File: src/rtl/brentkung_io_stage_if.sv
// Handshake bundle for brentkung_io_stage: operand input port and registered result port.
// The master drives operands and result back-pressure; the slave is the I/O stage.
interface brentkung_io_stage_if;
  logic        in_valid;
  logic        in_ready;
  logic [11:0] in_a;
  logic [11:0] in_b;
  logic        out_valid;
  logic        out_ready;
  logic [11:0] out_sum;
  logic        out_carry;

  modport master (
    output in_valid, in_a, in_b, out_ready,
    input  in_ready, out_valid, out_sum, out_carry
  );

  modport slave (
    input  in_valid, in_a, in_b, out_ready,
    output in_ready, out_valid, out_sum, out_carry
  );
endinterface

File: src/rtl/brentkung_io_stage.sv
// I/O stage around a combinational 12-bit adder: operand FIFO feeding the interleaved
// operand bus, a registered valid/ready result port and saturating statistics counters.
module brentkung_io_stage #(
  parameter int unsigned FIFO_DEPTH = 2,
  parameter int unsigned CNT_W      = 16
) (
  input  logic                 clk,
  input  logic                 rst_n,
  brentkung_io_stage_if.slave  io,
  output logic [23:0]          adder_inputs_o,
  input  logic [12:0]          adder_outs_i,
  output logic [CNT_W-1:0]     op_count_o,
  output logic [CNT_W-1:0]     carry_count_o
);

  localparam int unsigned PtrW = (FIFO_DEPTH > 1) ? $clog2(FIFO_DEPTH) : 1;
  localparam int unsigned CntW = $clog2(FIFO_DEPTH + 1);
  localparam logic [PtrW-1:0] LastPtr = PtrW'(FIFO_DEPTH - 1);
  localparam logic [CntW-1:0] FullCnt = CntW'(FIFO_DEPTH);

  logic [23:0]      mem_q [FIFO_DEPTH];
  logic [PtrW-1:0]  wr_ptr_q, wr_ptr_d;
  logic [PtrW-1:0]  rd_ptr_q, rd_ptr_d;
  logic [CntW-1:0]  count_q, count_d;
  logic             out_valid_q, out_valid_d;
  logic [11:0]      out_sum_q, out_sum_d;
  logic             out_carry_q, out_carry_d;
  logic [CNT_W-1:0] op_count_q, op_count_d;
  logic [CNT_W-1:0] carry_count_q, carry_count_d;

  logic        empty, full, push, cap, handoff;
  logic [23:0] head;

  function automatic logic [PtrW-1:0] ptr_inc(logic [PtrW-1:0] p);
    return (p == LastPtr) ? '0 : p + PtrW'(1);
  endfunction

  assign empty   = (count_q == '0);
  assign full    = (count_q == FullCnt);
  assign head    = mem_q[rd_ptr_q];
  assign push    = io.in_valid && !full;
  // Capture needs a free (or freeing) result register; full FIFO never takes a same-edge push.
  assign cap     = !empty && (!out_valid_q || io.out_ready);
  assign handoff = out_valid_q && io.out_ready;

  always_comb begin
    adder_inputs_o = '0;
    if (!empty) begin
      for (int i = 0; i < 12; i++) begin
        adder_inputs_o[2*i]   = head[12+i];
        adder_inputs_o[2*i+1] = head[i];
      end
    end
  end

  always_comb begin
    wr_ptr_d      = push ? ptr_inc(wr_ptr_q) : wr_ptr_q;
    rd_ptr_d      = cap ? ptr_inc(rd_ptr_q) : rd_ptr_q;
    count_d       = count_q;
    out_valid_d   = out_valid_q;
    out_sum_d     = out_sum_q;
    out_carry_d   = out_carry_q;
    op_count_d    = op_count_q;
    carry_count_d = carry_count_q;

    unique case ({push, cap})
      2'b10:   count_d = count_q + CntW'(1);
      2'b01:   count_d = count_q - CntW'(1);
      default: count_d = count_q;
    endcase

    if (cap) begin
      out_valid_d = 1'b1;
      out_sum_d   = adder_outs_i[11:0];
      out_carry_d = adder_outs_i[12];
    end else if (handoff) begin
      out_valid_d = 1'b0;
    end

    if (handoff) begin
      if (!(&op_count_q)) op_count_d = op_count_q + CNT_W'(1);
      if (out_carry_q && !(&carry_count_q)) carry_count_d = carry_count_q + CNT_W'(1);
    end
  end

  always_ff @(posedge clk or negedge rst_n) begin
    if (!rst_n) begin
      for (int i = 0; i < int'(FIFO_DEPTH); i++) mem_q[i] <= '0;
      wr_ptr_q      <= '0;
      rd_ptr_q      <= '0;
      count_q       <= '0;
      out_valid_q   <= 1'b0;
      out_sum_q     <= '0;
      out_carry_q   <= 1'b0;
      op_count_q    <= '0;
      carry_count_q <= '0;
    end else begin
      if (push) mem_q[wr_ptr_q] <= {io.in_a, io.in_b};
      wr_ptr_q      <= wr_ptr_d;
      rd_ptr_q      <= rd_ptr_d;
      count_q       <= count_d;
      out_valid_q   <= out_valid_d;
      out_sum_q     <= out_sum_d;
      out_carry_q   <= out_carry_d;
      op_count_q    <= op_count_d;
      carry_count_q <= carry_count_d;
    end
  end

  assign io.in_ready     = !full;
  assign io.out_valid    = out_valid_q;
  assign io.out_sum      = out_sum_q;
  assign io.out_carry    = out_carry_q;
  assign op_count_o      = op_count_q;
  assign carry_count_o   = carry_count_q;

endmodule

File: src/flat_wrapper.sv
// flat-port wrapper written by rule: the top's interface ports become plain ports
module brentkung_io_stage_flat 
#(
  parameter int unsigned FIFO_DEPTH = 2,
  parameter int unsigned CNT_W      = 16
)
  (clk, rst_n, adder_inputs_o, adder_outs_i, op_count_o, carry_count_o, io_in_valid, io_in_a, io_in_b, io_out_ready, io_in_ready, io_out_valid, io_out_sum, io_out_carry);
  brentkung_io_stage_if io_i ();
  input  logic clk;
  input  logic rst_n;
  output logic [23:0] adder_inputs_o;
  input  logic [12:0] adder_outs_i;
  output logic [CNT_W-1:0] op_count_o;
  output logic [CNT_W-1:0] carry_count_o;
  input wire logic [$bits(io_i.in_valid)-1:0] io_in_valid;
  input wire logic [$bits(io_i.in_a)-1:0] io_in_a;
  input wire logic [$bits(io_i.in_b)-1:0] io_in_b;
  input wire logic [$bits(io_i.out_ready)-1:0] io_out_ready;
  output wire logic [$bits(io_i.in_ready)-1:0] io_in_ready;
  output wire logic [$bits(io_i.out_valid)-1:0] io_out_valid;
  output wire logic [$bits(io_i.out_sum)-1:0] io_out_sum;
  output wire logic [$bits(io_i.out_carry)-1:0] io_out_carry;
  assign io_i.in_valid = io_in_valid;
  assign io_i.in_a = io_in_a;
  assign io_i.in_b = io_in_b;
  assign io_i.out_ready = io_out_ready;
  assign io_in_ready = io_i.in_ready;
  assign io_out_valid = io_i.out_valid;
  assign io_out_sum = io_i.out_sum;
  assign io_out_carry = io_i.out_carry;
  brentkung_io_stage #(.FIFO_DEPTH(FIFO_DEPTH), .CNT_W(CNT_W)) u_core (.clk(clk), .rst_n(rst_n), .io(io_i), .adder_inputs_o(adder_inputs_o), .adder_outs_i(adder_outs_i), .op_count_o(op_count_o), .carry_count_o(carry_count_o));
endmodule
File: config.mk
export PLATFORM = sky130hd
export DESIGN_NAME = brentkung_io_stage_flat
export DESIGN_NICKNAME = d
export VERILOG_FILES = /design/src/rtl/brentkung_io_stage_if.sv /design/src/rtl/brentkung_io_stage.sv /design/src/flat_wrapper.sv
export SDC_FILE = /design/constraint.sdc
export NUM_CORES = 1
export LEC_CHECK = 0
export CORE_ASPECT_RATIO = 0.5
export CORE_MARGIN = 3
export CORE_UTILIZATION = 40
export CTS_CLUSTER_SIZE = 14
export DETAILED_ROUTE_END_ITERATION = 7
export GPL_ROUTABILITY_DRIVEN = 0
export PLACE_DENSITY = 0.69
export SYNTH_ARGS = -nofsm -noshare
export SYNTH_HDL_FRONTEND = slang
export SYNTH_SLANG_ARGS = --single-unit
File: constraint.sdc
create_clock -name clk -period 4.64 [get_ports clk]
set_input_delay 0.928 -clock clk [delete_from_list [all_inputs] [get_ports clk]]
set_output_delay 0.928 -clock clk [all_outputs]
set_load 0.05 [all_outputs]
* After elaboration in Yosys (flattened, before gate mapping) *
Index checks and enable logic that the tools add are counted.

cells by class
  equality and inequality tests = 3
  muxes and demuxes = 12
  reductions and logical operators = 17
  $lt $le $gt $ge = 3
  bitwise gates (word level) = 3
  $add $sub $neg = 6

operators with widths
  kind                   number
  $mux 24                5
  $bwmux 48              1
  $add 16x1->16 const B  2
  $reduce_and 16->1      2
  $demux 24 s1           1
  $logic_and 1x1->1      5
  $eq 2x2->1 const B     2
  $ge 2x2->1 const B     2
  $logic_not 1->1        4
  $mux 1                 4
  $not 1->2              2
  $pmux 2 s2             1
  $reduce_and 2->1       2
  $reduce_bool 2->1      2
  $add 1x1->1 const B    2
  $add 2x1->2 const B    1
  $eq 2x1->1 const B     1
  $logic_not 2->1        1
  $lt 2x1->1 const B     1
  $sub 2x1->2 const B    1
  $logic_or 1x1->1       1
  $not 1->1              1

word-level totals
  bits in registers = 98
  output and inout bits = 71

* Longest topological paths before layout *
Gate-level depths: netlist (run 1).

  depth in word-level cells = 6
  depth in mapped cells = 7

* Worst setup path before layout (run 1) *
No wires, ideal clock.

  kind = register -> output
  start point = register u_core.rd_ptr_q
  end point = output adder_inputs_o[10]
  path buffers = 2
  slack = 2.051 ns
  stages on the path, launching flop included = 5
  arrival = 1.661 ns
  data required time = 3.712 ns
  cell sequence = dfrtp_1 clkbuf_1 buf_2 mux2i_1 nor2_1

on the way
  word-level cells in the longest chain between the ends = 5

ends and longest elaborated chain
  what                                        RTL line                   text
  start: declaration                          brentkung_io_stage.sv:23   logic [PtrW-1:0] rd_ptr_q, rd_ptr_d;
  start signal: assignment                    brentkung_io_stage.sv:100  rd_ptr_q <= rd_ptr_d;
  $not 1->2 (implied by the code)             brentkung_io_stage.sv:40   assign head = mem_q[rd_ptr_q];
  $mux 24 (implied by the code) (3 in a row)  brentkung_io_stage.sv:40
  $mux 24                                     brentkung_io_stage.sv:48   if (!empty) begin
  end: declaration                            flat_wrapper.sv:11         output logic [23:0] adder_inputs_o;

Every way passes these cells. The select of a mux whose other input is x is not followed.

* Final worst setup path (run 1) *
  start point = register u_core.rd_ptr_q
  end point = output adder_inputs_o[6]

The elaborated chain is that of the path after synthesis.

==> run_results.csv, run 1 <==
group,metric,value,unit
cts,cts_max_level,3,
floorplanning,boundaryPins,112,
global_route,antenna_found_initial,0,
cts,clockBufferDepth,2,
synthesis,synth_top_flop_cell,"dfrtp_1",
sta,finClkSkew,0.00550,ns
route,drtIter0Drc,142,
global_route,grt_max_degree,80,
global_route,grt_use_total,0.161,
floorplanning,die_area,12500,um^2
worst_hold_path,worstHoldPathCells,1,
job,cap_viol_max_count,0,
placement,dp_slack,1.57,ns
sta,setup_tns,0,ns
sta,tightestPinTransition,1.20,ns
route,via_count,2994,
cts,path_clk_slew,0.07,ns
critical_path,cp-end-kind,"primary output",
global_route,grt_pass1_wl,16100,um
synthesis,syn_inst,344,
critical_path,critPathKind,"reg2out",
synthesis,synth.top_cells.by_count,"dfrtp_1 (98), mux2_2 (58), nor2_1 (32)",
cts,cts_sinks,98,
final_layout,n_antenna_cell,0,
route,routed_via_density,4.96,
route,routedWlPerCell,15.9,um
floorplanning,row_count,26,
synthesis,synth_most_common_cell,"dfrtp_1",
synthesis,netlist.area_leader.share,0.549,
final_layout,utilization,0.572,
floorplanning,die_w,155,um
critical_path,start_kind,"flop",
floorplanning,core,10500,um^2
sta,post-route-period-util,0.728,
worst_hold_path,hold_path.class,"reg2reg",
synthesis,synth_seq_area_share,0.549,
sta,fmax,296,MHz
sta,slew_headroom,0.192,
final_layout,design_area,6030,um^2
sta,fin_ws,1.26,ns
placement,dp.cells,588,
cts,ctsHoldBuffers,0,
route,final_antenna_net_count,0,
global_route,grt_pass1_vias,3111,
sta,period_minus_slack,3.38,ns
route,drt_first_pass_iters,5,
synthesis,yosysWarnings,0,
final_layout,drive_above_1_share,0.211,
synthesis,avgSynthCellArea,13.0,um^2
cts,clock_latency,0.33,ns
sta,hold_viol,0,
outcome,status,"finished clean",
synthesis,synth_cell_types,40,
power_and_ir_drop,power,4.85,mW
route,drc_errors,0,
final_layout,final.fill_count,930,
sta,finalSetupViolations,0,
sta,worst_hold_slack,0.485,ns
placement,post_dp_cell_area,5740,um^2
cts,cts_tree,"yes",
synthesis,synthesis.nets,388,
synthesis,synth_top_area_cell,"dfrtp_1",
cts,cts_resized,0,
route,drt-total-wl,9580,um
power_and_ir_drop,power_per_cell_area,803,nW/um^2
power_and_ir_drop,ir_drop,394,uV
cts,root_buffer,"clkbuf_16",
power_and_ir_drop,p_leak,2.61,nW
synthesis,synth-async-reset-ratio,1.00,
floorplanning,start_util,0.424,
sta,rsz0062_at_grt,"false",
cts,cts_inserted_buffers,9,
placement,numPortBuffers,111,
critical_path,rr_worst_depth,5,
final_layout,instances_no_fill,604,
synthesis,synth-seq-cells,98,
cts,postCtsSetupRepairBufs,0,
synthesis,synthTopCellsByArea,"dfrtp_1 (55%), mux2_2 (15%), xor2_1 (5.5%)",
final_layout,area_growth_syn_to_layout,35.1,%
floorplanning,die_h,80.7,um
placement,dp_hpwl,6780,um
synthesis,syn-cell-area,4470,um^2
critical_path,crit_path_max_fanout,15,
sta,drv_slew,0,
final_layout,nNetsFinal,503,
critical_path,cp.required,3.71,ns
global_route,grt_overflow,0,
synthesis,synth_edf_count,0,
critical_path,worstPathArrival,2.45,ns
flip-flops by register name, summed over array words and instances (netlist names):
register	cells
u_core.wr_ptr_q	1
u_core.rd_ptr_q	1
u_core.io.out_sum	12
u_core.io.out_carry	1
u_core.carry_count_o	16
u_core.count_q	2
u_core.op_count_o	16
u_core.mem_q	48
u_core.io.out_valid	1
worst max-delay path, cell delays in order, from the launching register on:
cell             delay (ns)
dfrtp_1                0.70
buf_4                  0.38
mux2i_1                0.11
nor2_1                 0.11
clkdlybuf4s50_1        0.81
final timing paths:
check / start / endpoint / slack, ns
setup / recovery: u_core.rd_ptr_q / adder_inputs_o[6] / 1.26
hold / removal: u_core.mem_q[42] / u_core.mem_q[42] / 0.48
setup reg to reg: u_core.op_count_o[0] / u_core.op_count_o[1] / 2.14
hold reg to reg: u_core.mem_q[42] / u_core.mem_q[42] / 0.48
max in group asynchronous: rst_n / u_core.io.out_sum[11] / 3.03
min in group asynchronous: rst_n / u_core.mem_q[43] / 0.75
layout make-up:
class | instances | area, um^2 | area share
multi-input combinational | 229 | 1940 | 0.322
clock buffer | 10 | 229 | 0.0380
sequential | 98 | 2450 | 0.407
tap | 140 | 175 | 0.0290
inverter | 4 | 15.0 | 0.00249
timing repair buffer | 117 | 1150 | 0.191
clock inverter | 6 | 67.6 | 0.0112
cells by family after synthesis:
| logic type | after synthesis | share of synthesized area |
|---|---|---|
| AO/OA/AOI/OAI | 10 | 0.0202 |
| AND/OR/NAND/NOR | 95 | 0.124 |
| flip-flops | 98 | 0.549 |
| buffers and inverters | 17 | 0.0185 |
| XOR/XNOR | 33 | 0.0647 |
| multiplexers | 88 | 0.215 |
| adder cells (fa/ha/maj) | 3 | 0.00841 |
placed cells by master, fill, tap and decap left out, types with 4 or more instances in the layout:
master and instances:
inv_1 4, nor2_1 31, dfrtp_1 98, nor3_1 5, xnor2_1 5, mux2_2 58, nor4_1 7, buf_4 7
nand4_1 11, nand2_1 9, mux2_1 6, xor2_1 28, clkdlybuf4s50_1 110, nand3_1 7, clkbuf_16 9, mux2i_1 24
where the power goes:
| part | switching [mW] | internal (mW) | total [mW] |
|---|---|---|---|
| Clock | 0.318 | 0.419 | 0.737 |
| Sequential | 0.274 | 1.21 | 1.48 |
| Combinational | 1.60 | 1.03 | 2.62 |
| Total | 2.19 | 2.65 | 4.85 |
per-layer routing:
layer,GRT usage,share of wire,wire length (um),vias up
met3,0.0452,0.040,385,7
met4,0.0332,0.0072,69,0
met2,0.280,0.49,4740,65
met1,0.205,0.46,4390,1457
met5,0,0,0,-
li1,-,-,-,1465
Note: power is estimated with default switching activity, not from simulation.
==> run 2: changes to the inputs <==
--- a/config.mk
+++ b/config.mk
@@ -11,7 +11,7 @@
 export CTS_CLUSTER_SIZE = 14
 export DETAILED_ROUTE_END_ITERATION = 7
 export GPL_ROUTABILITY_DRIVEN = 0
-export PLACE_DENSITY = 0.69
+export PLACE_DENSITY = 0.72
 export SYNTH_ARGS = -nofsm -noshare
 export SYNTH_HDL_FRONTEND = slang
 export SYNTH_SLANG_ARGS = --single-unit
==> constraint.sdc (replaced) <==
create_clock -name clk -period 3.1 [get_ports clk]
set_input_delay 0.62 -clock clk [delete_from_list [all_inputs] [get_ports clk]]
set_output_delay 0.62 -clock clk [all_outputs]
set_load 0.05 [all_outputs]
==> run 2 against run 1 <==
Sequential share of layout area decreased by 0.29 points. Count of clock-buffer cells in the layout unchanged. Critical endpoint is now adder_inputs_o[12]. Utilization increased by 0.42 points. Total power increased by 52%. Cell count increased by 0.50%. Non-clock buffer count increased by 3. Critical path type unchanged. Combinational power increased by 51%. Sequential power increased by 49%. Highest routed layer unchanged. Largest cell class unchanged.
==> run_results.csv, run 2 (synthesis results as in run 1) <==
group,metric,value,unit
outcome,status,"finished clean",
power_and_ir_drop,ir_drop,695,uV
sta,drv_slew,0,
critical_path,cp.required,2.48,ns
floorplanning,row_count,26,
route,drt_first_pass_iters,4,
cts,ctsHoldBuffers,0,
critical_path,worstPathArrival,1.94,ns
final_layout,largest_reg_flops,48,
final_layout,design_area,6080,um^2
final_layout,largest-register,"u_core.mem_q",
floorplanning,die_area,12500,um^2
final_layout,drive_above_1_share,0.270,
critical_path,cp-end-kind,"primary output",
sta,tightestPinTransition,0.839,ns
final_layout,final_common_cell,"dfrtp_1",
floorplanning,die_h,80.7,um
worst_hold_path,hold_path.class,"in2async",
placement,dp_slack,0.595,ns
power_and_ir_drop,clkPwrFrac,0.163,
cts,clock_latency,0.34,ns
power_and_ir_drop,power,7.36,mW
sta,finalSetupViolations,0,
route,routedWlPerCell,15.5,um
power_and_ir_drop,p_sw,3.30,mW
power_and_ir_drop,internal_power,4.05,mW
power_and_ir_drop,seqPwrFrac,0.298,
placement,numPortBuffers,111,
cts,clockBufferDepth,2,
floorplanning,start_util,0.424,
cts,postCtsSetupRepairBufs,0,
cts,path_clk_slew,0.07,ns
sta,period_minus_slack,2.56,ns
floorplanning,boundaryPins,112,
power_and_ir_drop,power_per_cell_area,1210,nW/um^2
cts,root_buffer,"clkbuf_16",
global_route,antenna_found_initial,0,
final_layout,final_cell_mix,"dfrtp_1 (98), clkdlybuf4s50_1 (86), mux2_2 (58)",
placement,dp.cells,591,
floorplanning,core,10500,um^2
power_and_ir_drop,p_comb_frac,0.538,
critical_path,critPathKind,"reg2out",
floorplanning,die_w,155,um
final_layout,utilization,0.576,
power_and_ir_drop,p_leak,2.69,nW
final_layout,final.fill_count,892,
sta,fmax,390,MHz
route,drc_errors,0,
route,routed_via_density,4.93,
sta,post-route-period-util,0.826,
global_route,grt_max_degree,62,
sta,rsz0062_at_grt,"false",
route,drtIter0Drc,130,
route,final_antenna_net_count,0,
cts,cts_sinks,98,
global_route,grt_use_total,0.155,
critical_path,crit_path_max_fanout,17,
sta,worst_hold_slack,0.237,ns
sta,slew_headroom,0.440,
sta,finClkSkew,0.00973,ns
job,cap_viol_max_count,0,
cts,cts_tree,"yes",
cts,cts_resized,0,
critical_path,start_kind,"flop",
sta,setup_tns,0,ns
final_layout,nNetsFinal,506,
global_route,grt_pass1_vias,3074,
power_and_ir_drop,swShare,0.449,
route,drt-total-wl,9390,um
global_route,grt_overflow,0,
final_layout,instances_no_fill,607,
final_layout,area_growth_syn_to_layout,36.1,%
sta,hold_viol,0,
cts,cts_max_level,3,
global_route,grt_pass1_wl,15400,um
final_layout,n_antenna_cell,0,
cts,cts_inserted_buffers,9,
sta,fin_ws,0.538,ns
placement,post_dp_cell_area,5750,um^2
placement,dp_hpwl,6710,um
route,via_count,2992,
run 2: cell types whose count changed in the layout (fill, tap and decap cells not counted), moves of 2 or more:
cell / delta
clkdlybuf4s50_1: -24
buf_4: +23
buf_12: +4
clkinv_4: -2
run 2: power by group through the flow:
stage               clock network (mW)  registers, mW  logic, mW
finish                            1.20           2.20       3.96
global route                      1.29           2.28       4.19
CTS                               1.23           2.20       4.01
detailed placement                   0           2.22       4.00
global placement                     0           2.20       3.96
floorplan                            0           2.72       2.22
run 2: final cells by class:
cell class / instances / area [um^2] / area share
clock buffer: 10 / 239 / 0.0393
clock inverter: 6 / 88.8 / 0.0146
inverter: 4 / 15.0 / 0.00247
multi-input combinational: 229 / 1940 / 0.319
sequential: 98 / 2450 / 0.404
tap: 140 / 175 / 0.0288
timing repair buffer: 120 / 1170 / 0.192
run 2: path summary, 6_finish.rpt:
kind | start | endpoint | slack [ns] | depth (start not counted)
min in group clk | u_core.mem_q[34] | u_core.mem_q[34] | 0.49 | 1
worst min-delay path | rst_n | u_core.mem_q[44] | 0.24 | 1
max in group asynchronous | rst_n | u_core.io.out_sum[1] | 2.14 | 2
worst min register to register | u_core.mem_q[34] | u_core.mem_q[34] | 0.49 | 1
worst max register to register | u_core.count_q[1] | u_core.count_q[1] | 0.99 | 6
worst max-delay path | u_core.count_q[1] | adder_inputs_o[12] | 0.54 | 4
run 2: worst max-delay path: stages (launching register included):
cell,delay [ns]
dfrtp_1,0.41
nor2_2,0.67
buf_4,0.28
nor2_1,0.05
buf_4,0.18
run 2: routing by layer:
layer / share of wire / vias up / GRT usage
li1: - / 1470 / -
met1: 0.45 / 1463 / 0.202
met2: 0.50 / 53 / 0.259
met3: 0.043 / 6 / 0.0409
met4: 0.0075 / 0 / 0.0384
met5: 0 / - / 0
==> run 3: changes to the inputs <==
--- a/config.mk
+++ b/config.mk
@@ -11,7 +11,7 @@
 export CTS_CLUSTER_SIZE = 14
 export DETAILED_ROUTE_END_ITERATION = 7
 export GPL_ROUTABILITY_DRIVEN = 0
-export PLACE_DENSITY = 0.72
+export PLACE_DENSITY = 0.69
 export SYNTH_ARGS = -nofsm -noshare
 export SYNTH_HDL_FRONTEND = slang
 export SYNTH_SLANG_ARGS = --single-unit
==> constraint.sdc (replaced) <==
create_clock -name clk -period 2.47 [get_ports clk]
set_input_delay 0.494 -clock clk [delete_from_list [all_inputs] [get_ports clk]]
set_output_delay 0.494 -clock clk [all_outputs]
set_load 0.05 [all_outputs]
==> run 3 against run 2 <==
Combinational power grew 51%. Global-route usage is 1.0 points higher. Die area stayed put. Utilization rose by 3.1 points. Largest power group unchanged.
==> run_results.csv, run 3 (synthesis results as in run 1) <==
group,metric,value,unit
sta,tightestPinTransition,0.537,ns
sta,finalSetupViolations,0,
placement,dp_hpwl,6990,um
final_layout,largest-register,"u_core.mem_q",
floorplanning,start_util,0.424,
sta,fmax,445,MHz
power_and_ir_drop,power_per_cell_area,1590,nW/um^2
route,drc_errors,0,
sta,post-route-period-util,0.910,
cts,cts_resized,0,
floorplanning,boundaryPins,112,
cts,clock_latency,0.34,ns
global_route,antenna_found_initial,0,
final_layout,area_growth_syn_to_layout,43.3,%
route,routedWlPerCell,15.9,um
route,final_antenna_net_count,0,
floorplanning,die_h,80.7,um
global_route,grt_pass1_vias,3279,
cts,cts_inserted_buffers,9,
floorplanning,die_w,155,um
sta,setup_tns,0,ns
cts,ctsHoldBuffers,0,
power_and_ir_drop,power,10.2,mW
cts,clockBufferDepth,2,
sta,finClkSkew,0.00342,ns
floorplanning,die_area,12500,um^2
final_layout,final.fill_count,848,
cts,root_buffer,"clkbuf_16",
floorplanning,core,10500,um^2
cts,cts_sinks,98,
critical_path,cp.required,1.98,ns
final_layout,drive_above_1_share,0.279,
sta,drv_slew,0,
power_and_ir_drop,ir_drop,805,uV
route,drtIter0Drc,95,
power_and_ir_drop,p_leak,2.82,nW
cts,postCtsSetupRepairBufs,0,
outcome,status,"finished clean",
final_layout,final_common_cell,"dfrtp_1",
global_route,grt_max_degree,43,
sta,hold_viol,0,
worst_hold_path,hold_path.class,"in2async",
critical_path,critPathKind,"reg2out",
route,drt-total-wl,9750,um
critical_path,worstPathArrival,1.75,ns
cts,cts_tree,"yes",
placement,numPortBuffers,111,
route,drt_first_pass_iters,4,
final_layout,largest_reg_flops,48,
final_layout,n_antenna_cell,0,
cts,path_clk_slew,0.06,ns
route,routed_via_density,5.02,
sta,rsz0062_at_grt,"false",
sta,period_minus_slack,2.25,ns
cts,cts_max_level,3,
floorplanning,row_count,26,
job,cap_viol_max_count,0,
sta,slew_headroom,0.642,
critical_path,cp-end-kind,"primary output",
global_route,grt_pass1_wl,16300,um
global_route,grt_overflow,0,
critical_path,start_kind,"flop",
route,via_count,3076,
critical_path,crit_path_max_fanout,4,
global_route,grt_use_total,0.165,
final_layout,final_cell_mix,"dfrtp_1 (98), clkdlybuf4s50_1 (86), mux2_2 (58)",
final_layout,nNetsFinal,512,
[run 3: metrics by stage]
| step | util | setup slack [ns] | area (um^2) | hold slack (ns) | cells |
|---|---|---|---|---|---|
| after global placement | 0.577 | 0.219 | 6080 | 0.467 | 597 |
| after detailed placement | 0.577 | 0.160 | 6080 | 0.474 | 597 |
| after global routing | 0.607 | 0.131 | 6400 | 0.173 | 613 |
| after floorplan | - | 0.290 | 4470 | 0.198 | 344 |
| after CTS | 0.607 | 0.187 | 6400 | 0.156 | 613 |
| final | 0.607 | 0.221 | 6400 | 0.146 | 613 |
[run 3: routing by layer]
metal,GRT usage,wire length (um),vias to the layer above
met4,0.0349,99,0
met2,0.279,4770,55
met5,0,0,-
met1,0.213,4550,1527
met3,0.0474,323,11
li1,-,-,1483
[run 3: critical path, stage by stage (launching register included)]
cell	delay (ns)
dfrtp_1	0.42
nand2b_1	0.17
clkdlybuf4s50_1	0.83
[run 3: path summary, 6_finish.rpt]
check	from	slack, ns	cells after the start	to
worst max-delay path	u_core.count_q[0]	0.22	2	io_in_ready
min in group clk	u_core.mem_q[43]	0.48	1	u_core.mem_q[43]
worst min-delay path	rst_n	0.15	1	u_core.mem_q[38]
max in group asynchronous	rst_n	1.69	2	u_core.carry_count_o[0]
worst min register to register	u_core.mem_q[43]	0.48	1	u_core.mem_q[43]
worst max register to register	u_core.carry_count_o[0]	0.53	5	u_core.carry_count_o[12]
[run 3: cell type report]
| class | count | area (um^2) | share of cell area |
|---|---|---|---|
| inverters | 4 | 15.0 | 0.00235 |
| repair buffers | 126 | 1500 | 0.234 |
| multi-input cells | 229 | 1940 | 0.303 |
| well taps | 140 | 175 | 0.0274 |
| clock inverters | 6 | 80.1 | 0.0125 |
| clock buffers | 10 | 239 | 0.0373 |
| flip-flops and latches | 98 | 2450 | 0.383 |
[run 3: where the power goes]
group	internal (mW)	switching (mW)	total, mW	leakage [nW]
registers	2.27	0.464	2.74	1.19
logic	2.68	3.29	5.97	1.47
clock network	0.907	0.572	1.48	0.162
total	5.86	4.32	10.2	2.82
